[src/rtl/sig_edge_logger.sv]
// sig_edge_logger: watches Delay_sig_in, timestamps every value change with a
// free-running counter and queues {value, ts} records in a small FIFO with a
// valid/ready drain port. A change that arrives while the FIFO is full and not
// being drained is dropped and latches a sticky overflow flag.
// Optional feature macro: GLITCH_FILTER_EN (a new value must be stable for
// FILT_CYC consecutive edges before it counts as a change).
module sig_edge_logger #(
  parameter int Nbits    = 3,
  parameter int TS_W     = 8,
  parameter int DEPTH    = 4,
  parameter int FILT_CYC = 2
) (
  input  logic             clk,
  input  logic             rst_n,
  input  logic [Nbits-1:0] Delay_sig_in,
  input  logic             evt_ready,
  input  logic             ovf_clr,
  output logic             evt_valid,
  output logic [Nbits-1:0] evt_value,
  output logic [TS_W-1:0]  evt_ts,
  output logic             overflow
);

  localparam int AW = (DEPTH > 1) ? $clog2(DEPTH) : 1;

  typedef struct packed {
    logic [Nbits-1:0] value;
    logic [TS_W-1:0]  ts;
  } evt_t;

  logic [TS_W-1:0]  ts_cnt;
  logic [Nbits-1:0] last_val;
  evt_t             mem [DEPTH];
  logic [AW-1:0]    rd_ptr, wr_ptr;
  logic [AW:0]      count;
  logic             change, full, pop, do_push, drop;

`ifdef GLITCH_FILTER_EN
  logic [Nbits-1:0] cand;
  logic [3:0]       stab, stab_nxt;

  // Length of the current run of identical samples, including this edge.
  always_comb begin
    stab_nxt = 4'd1;
    if (Delay_sig_in == cand)
      stab_nxt = (stab == 4'hF) ? stab : stab + 4'd1;
  end

  // Accept only once the run reaches FILT_CYC; a return to last_val is silent.
  assign change = (Delay_sig_in != last_val) && (stab_nxt >= 4'(FILT_CYC));

  // Track the candidate value and its stability run.
  always_ff @(posedge clk or negedge rst_n) begin
    if (!rst_n) begin
      cand <= '0;
      stab <= '0;
    end else begin
      cand <= Delay_sig_in;
      stab <= stab_nxt;
    end
  end
`else
  assign change = (Delay_sig_in != last_val);
`endif

  assign full    = (count == (AW+1)'(DEPTH));
  assign pop     = evt_valid && evt_ready;
  assign do_push = change && (!full || pop);
  assign drop    = change && full && !pop;

  // Head is gated so the outputs read zero whenever the FIFO is empty.
  assign evt_valid = (count != '0);
  assign evt_value = evt_valid ? mem[rd_ptr].value : '0;
  assign evt_ts    = evt_valid ? mem[rd_ptr].ts    : '0;

  // Timestamp counter and last accepted value.
  always_ff @(posedge clk or negedge rst_n) begin
    if (!rst_n) begin
      ts_cnt   <= '0;
      last_val <= '0;
    end else begin
      ts_cnt <= ts_cnt + TS_W'(1);
      if (change) last_val <= Delay_sig_in;
    end
  end

  // Event storage; a full+pop edge overwrites the slot being popped.
  always_ff @(posedge clk or negedge rst_n) begin
    if (!rst_n) begin
      for (int i = 0; i < DEPTH; i++) mem[i] <= '0;
    end else if (do_push) begin
      mem[wr_ptr] <= '{value: Delay_sig_in, ts: ts_cnt};
    end
  end

  // Pointers and occupancy.
  always_ff @(posedge clk or negedge rst_n) begin
    if (!rst_n) begin
      rd_ptr <= '0;
      wr_ptr <= '0;
      count  <= '0;
    end else begin
      if (do_push) wr_ptr <= wr_ptr + AW'(1);
      if (pop)     rd_ptr <= rd_ptr + AW'(1);
      case ({do_push, pop})
        2'b10:   count <= count + (AW+1)'(1);
        2'b01:   count <= count - (AW+1)'(1);
        default: count <= count;
      endcase
    end
  end

  // Sticky overflow; a drop wins over a clear on the same edge.
  always_ff @(posedge clk or negedge rst_n) begin
    if (!rst_n)       overflow <= 1'b0;
    else if (drop)    overflow <= 1'b1;
    else if (ovf_clr) overflow <= 1'b0;
  end

endmodule

[config.mk]
export PLATFORM = sky130hd
export DESIGN_NAME = sig_edge_logger
export DESIGN_NICKNAME = d
export VERILOG_FILES = /design/src/rtl/sig_edge_logger.sv
export SDC_FILE = /design/constraint.sdc
export NUM_CORES = 1
export LEC_CHECK = 0
export ABC_AREA = 1
export BUFFER_PORTS_ARGS = -buffer_cell sky130_fd_sc_hd__buf_2
export CAP_MARGIN = 20
export CORE_ASPECT_RATIO = 0.5
export CORE_MARGIN = 5
export CORE_UTILIZATION = 60
export CTS_CLUSTER_SIZE = 24
export DETAILED_ROUTE_END_ITERATION = 10
export PLACE_DENSITY = 0.79
export SYNTH_ARGS = -nofsm -noshare
export SYNTH_HDL_FRONTEND = slang
export SYNTH_SLANG_ARGS = --single-unit
[constraint.sdc]
create_clock -name clk -period 2.13 [get_ports clk]
set_input_delay 0.1065 -clock clk [delete_from_list [all_inputs] [get_ports clk]]
set_output_delay 0.1065 -clock clk [all_outputs]
set_load 0.02 [all_outputs]
==> out/metrics.yaml, run 1 <==
post-route-period-util: 0.930
crit_path_frequent_cell: "a21oi_1"
maxSlewHeadroom: 0.531
critPathKind: "reg2out"
first_pass_iters: 4
avgRoutedWirePerCell_um: 15.4
p_per_area_nw_per_um2: 1550
ys_types: 27
core-area_um2: 4980
synthTopCellsByCount: "nand2_1 (71), dfrtp_1 (63), inv_1 (46)"
synth_most_common_cell: "nand2_1"
grt_max_degree: 29
diodes: 0
fin_nets: 377
use_met1: 0.279
dpl.hpwl_mm: 4.50
fin_cells: 439
syn_avg_cell_area_um2: 9.07
dp.cells: 418
cts.sinks: 63
synth-seq-area-share: 0.504
vias: 2387
min_period_ns: 1.98
endpoint: "evt_ts[4]"
synthTopCellsByArea: "dfrtp_1 (50%), nand2_1 (8.5%), o21ai_0 (5.6%), inv_1 (5.5%), a21oi_1 (5.4%)"
yosys.area.top_type: "dfrtp_1"
gp_congestion: 0.847
portBuffers: 19
gr-max-usage-layer: "met2"
antenna_found_initial: 0
synth_flop_cell: "dfrtp_1"
setup_viol: 0
cts_buffer_depth: 2
rsz0062_at_grt: "no"
synthArstFlopShare: 1.00
r2r_end: "count[2]"
cts_tree: "yes"
grt_pass1_wl_mm: 11.8
worstPathArrival_ns: 1.87
insertion_delay_ns: 0.34
crit_fanout: 11
grtUsageMet3: 0.0785
hold_class: "in2reg"
numCtsBuffers: 9
use_met2: 0.391
cts_setup_buffers: 0
cts.clk_slew.worst_paths_ns: 0.07
syn_area_um2: 3130
crit_chain: "inv_1 > a21oi_1 > o21ai_0 > a21oi_1 > buf_2"
finalInstanceArea_um2: 3490
drc: 0
totalWireLength_mm: 6.78
synthesis.nets: 358
worst_clock_skew_ns: 0.00747
globalRouteTotalUtil: 0.224
max_freq_ghz: 0.505
syn_to_final_growth_pct: 11.4
syn-instance-count: 345
synth_edf_count: 0
r2r_slack_ns: 0.36
worst_pin_slew_ns: 0.702
cts-root-buf: "clkbuf_8"
placed_area_um2: 3210
setup.worst_path.start: "rd_ptr[1]"
drt_iter0_markers: 153
preCtsSetupSlack_ns: 0.327
cp_slowest_cell: "dfrtp_1"
required_ns: 2.02
yosys_warnings: 0
ys_ff_latch: 63
slew_viol_final: 0
worst-r2r-cell-count: 12
worstReg2RegStart: "last_val[1]"
h-tree-depth: 3
final_antenna_net_count: 0
drive_gt1_frac: 0.154
grt-ovfl-total: 0
finish.utilization: 0.700
fin_total_pwr_mw: 5.41
holdWs_ns: 0.198
initial_core_util: 0.629
cp-end-kind: "output pin"
die_y_um: 61.1
finalHoldViolCount: 0
final.setup.tns_ns: 0
die-area_um2: 6850
row_count: 18
fin_ws_ns: 0.149
cp-start-kind: "register"
leakagePower_nw: 1.71
fillers: 367
cap_violations: 0
critPathMaxStageDelay_ns: 0.53
yosys.area.top_type_share: 0.504
outcome: "finished clean"
grt_pass1_vias: 2524
design.portCount: 20
via_per_inst: 5.44
die_w_um: 112
ir_drop_mv: 0.917
## sequential cells by signal (all words and copies together) (netlist names)
name      cells
overflow      1
rd_ptr        2
last_val      3
mem          44
wr_ptr        2
count         3
ts_cnt        8
## power by group
group	switching, mW	total, mW	internal, mW
Sequential	0.196	1.80	1.60
Clock	0.428	1.15	0.722
Combinational	1.66	2.46	0.794
## repair_timing
item | 4_1_cts | 5_1_grt
hold endpoints to repair | 24 | 0
setup endpoints to repair | 0 | 1
hold buffers | 5 | 0
resized for setup | 0 | 1
## critical path, delay by kind of cell (launching register included)
family                 cells  cell delay, ns
AOI/OAI and AO/OA          3            0.49
DFF                        1            0.53
buffers and inverters      2            0.52
## area by class of cell
cell class,count,area (um^2),area share
well taps,70,87.6,0.0251
repair buffers,28,188,0.0538
clock buffers,13,159,0.0456
inverters,46,173,0.0495
multi-input cells,216,1240,0.355
clock inverters,3,65.1,0.0187
flip-flops and latches,63,1580,0.452
## routing by layer
| layer | wire (um) | share of wire |
|---|---|---|
| met3 | 457 | 0.067 |
| met1 | 3100 | 0.46 |
| met5 | 0 | 0 |
| met2 | 3180 | 0.47 |
| met4 | 40 | 0.0059 |
## cells by family after synthesis
family,Yosys count,share of synthesized area
DFF,63,0.504
adders and majority gates,6,0.0264
buffers and inverters,66,0.102
AOI/OAI and AO/OA,102,0.182
xor gates and xnor gates,11,0.0332
and+or+nand+nor,97,0.153
## how the worst min path moves through the flow
stage | endpoint | from | slack, ns | depth (start not counted)
after CTS | overflow | evt_ready | 0.19 | 4
after detailed placement | mem[33] | rst_n | 0.11 | 1
final | overflow | evt_ready | 0.20 | 4
after global routing | overflow | evt_ready | 0.20 | 4
after global placement | mem[0] | rst_n | 0.1 | 1
after floorplan | count[0] | rst_n | -0.19 | 0
## layout by cell type (no fill, tap or decap), types with 8 or more instances in the layout
cell type,instances
o21a_1,10
buf_2,19
o21ai_2,9
o21ai_1,13
a21oi_1,34
dfrtp_1,63
clkbuf_8,11
nand2_1,71
nor2_1,8
xor2_1,9
o21ai_0,35
inv_1,46
(Power assumes the default switching activity.)
==> run 2, diff against run 1 <==
--- a/config.mk
+++ b/config.mk
@@ -5,7 +5,7 @@
 export SDC_FILE = /design/constraint.sdc
 export NUM_CORES = 1
 export LEC_CHECK = 0
-export ABC_AREA = 1
+export ABC_AREA = 0
 export BUFFER_PORTS_ARGS = -buffer_cell sky130_fd_sc_hd__buf_2
 export CAP_MARGIN = 20
 export CORE_ASPECT_RATIO = 0.5
==> out/metrics.yaml, run 2 <==
outcome: "finished clean"
final.setup.tns_ns: 0
die_y_um: 61.6
setup_viol: 0
numCtsBuffers: 9
grt-ovfl-total: 0
cp_slowest_cell: "dlygate4sd3_1"
critPathMaxStageDelay_ns: 0.54
worstPathArrival_ns: 2.35
cts.sinks: 63
post-route-period-util: 0.978
crit_family: "buffers and inverters"
drt_iter0_markers: 167
drive_gt1_frac: 0.447
leakagePower_nw: 1.75
synth_most_common_cell: "dfrtp_1"
syn_area_um2: 3200
worst-r2r-cell-count: 8
synthTopCellsByCount: "dfrtp_1 (63), mux2_4 (40), mux4_2 (11), nor2b_1 (11), inv_1 (9)"
final_common_cell: "dfrtp_1"
path_buf_inv: 2
avgRoutedWirePerCell_um: 19.0
grt_max_degree: 64
synth_flop_cell: "dfrtp_1"
holdPathEnd: "rd_ptr[1]"
cts_tree: "yes"
maxSlewHeadroom: 0.570
final_antenna_net_count: 0
h-tree-depth: 3
ys_types: 40
cp-end-kind: "register"
synthArstFlopShare: 1.00
critPathKind: "in2reg"
fin_nets: 266
crit_fanout: 7
vias: 1845
insertion_delay_ns: 0.34
crit_chain: "dlygate4sd3_1 > buf_4 > xor2_2 > nor3_2 > nand2_1 > fa_2 > a311o_1 > or2_2 > nand4_1"
via_per_inst: 5.64
portBuffers: 19
cts_buffer_depth: 2
top_regs: "mem (44), ts_cnt (8)"
largest_reg_flops: 44
finalHoldViolCount: 0
worst_pin_slew_ns: 0.639
drc: 0
yosys.area.top_type_share: 0.493
cap_violations: 0
die-area_um2: 6980
die_w_um: 113
most-common-layout-cells: "dfrtp_1 (63), mux2_4 (40), buf_2 (18), clkbuf_8 (12)"
worstReg2RegStart: "count[2]"
antenna_found_initial: 0
ir_drop_mv: 0.842
min_from: "evt_ready"
p_per_area_nw_per_um2: 1480
syn-instance-count: 220
max_freq_ghz: 0.480
preCtsSetupSlack_ns: -0.0114
rsz0062_at_grt: "yes"
min_period_ns: 2.08
fin_ws_ns: 0.0462
first_pass_iters: 4
gp_congestion: 0.800
design.portCount: 20
top_register: "mem"
syn_to_final_growth_pct: 15.3
yosys.area.top_type: "dfrtp_1"
row_count: 18
finish.utilization: 0.731
totalWireLength_mm: 6.20
initial_core_util: 0.634
synthTopCellsByArea: "dfrtp_1 (49%), mux2_4 (19%), mux4_2 (7.7%), nor2b_1 (2.2%), ha_1 (2.0%)"
ys_ff_latch: 63
cts.clk_slew.worst_paths_ns: 0.06
required_ns: 2.40
cp-start-kind: "input pin"
grt_pass1_wl_mm: 10.4
worst_clock_skew_ns: 0.00767
dpl.hpwl_mm: 4.13
slew_viol_final: 0
synth_edf_count: 0
grt_pass1_vias: 2047
holdPathStages: 3
synthesis.nets: 233
cts-root-buf: "clkbuf_8"
synth-seq-area-share: 0.493
r2r_slack_ns: 0.06
globalRouteTotalUtil: 0.203
yosys_warnings: 0
r2r_end: "count[2]"
core-area_um2: 5040
diodes: 0
hold_class: "in2reg"
syn_avg_cell_area_um2: 14.5
==> run 2: area by class of cell <==
| cell class | count | area (um^2) |
|---|---|---|
| Inverter | 9 | 33.8 |
| Clock buffer | 15 | 176 |
| Timing Repair Buffer | 37 | 295 |
| Sequential cell | 63 | 1580 |
| Multi-Input combinational cell | 133 | 1520 |
| Fill cell | 308 | 1360 |
| Tap cell | 70 | 87.6 |
==> run 2: cells by family (layout without fill, tap and decap cells) <==
logic type / after synthesis / after routing / synth area share
AOI/OAI and AO/OA: 12 / 12 / 0.0293
xor gates and xnor gates: 15 / 15 / 0.0481
adders and majority gates: 6 / 6 / 0.0258
buffers and inverters: 24 / 61 / 0.0430
DFF: 63 / 63 / 0.493
muxes: 55 / 55 / 0.279
and+or+nand+nor: 45 / 45 / 0.0814
==> run 2: through the flow <==
step / instance area, um^2 / instances / power [mW] / hold WS [ns]
floorplan: 3200 / 220 / 3.80 / -0.189
global placement: 3430 / 307 / 4.41 / 0.135
detailed placement: 3430 / 307 / 4.50 / 0.141
CTS: 3660 / 327 / 5.47 / 0.101
global route: 3690 / 327 / 5.77 / 0.123
finish: 3690 / 327 / 5.45 / 0.117
==> run 2: worst min-delay path: stages <==
cell	delay, ns
buf_2	0.15
nand3_1	0.09
xnor2_1	0.06
==> run 2: worst max path at each step <==
stage / end / from / cells past startpoint / slack, ns
finish: count[2] / Delay_sig_in[2] / 9 / 0.05
global route: count[2] / count[2] / 8 / -0.04
CTS: count[2] / Delay_sig_in[0] / 9 / 0.007
detailed placement: count[2] / last_val[1] / 7 / -0.01
global placement: count[2] / last_val[1] / 7 / 0.07
floorplan: count[2] / count[0] / 9 / 0.01
==> run 2: what timing repair did <==
item	4_1_cts	5_1_grt
endpoints found under the setup margin	1	1
setup buffers	0	0
endpoints found under the hold margin	67	0
hold buffers	5	0
gates resized for setup	1	6
pin swaps	0	3
==> run 2: metal layers <==
layer	vias up	wire [um]	GRT usage
li1	835	-	-
met1	949	2780	0.248
met2	49	3050	0.333
met3	12	274	0.0716
met4	0	96	0.0993
met5	-	0	0
==> run 2: where the power goes <==
group	switching (mW)	total [mW]	leakage, nW	internal [mW]
registers	0.297	1.89	0.750	1.59
logic	1.14	2.62	0.907	1.48
clock network	0.427	0.941	0.0898	0.514
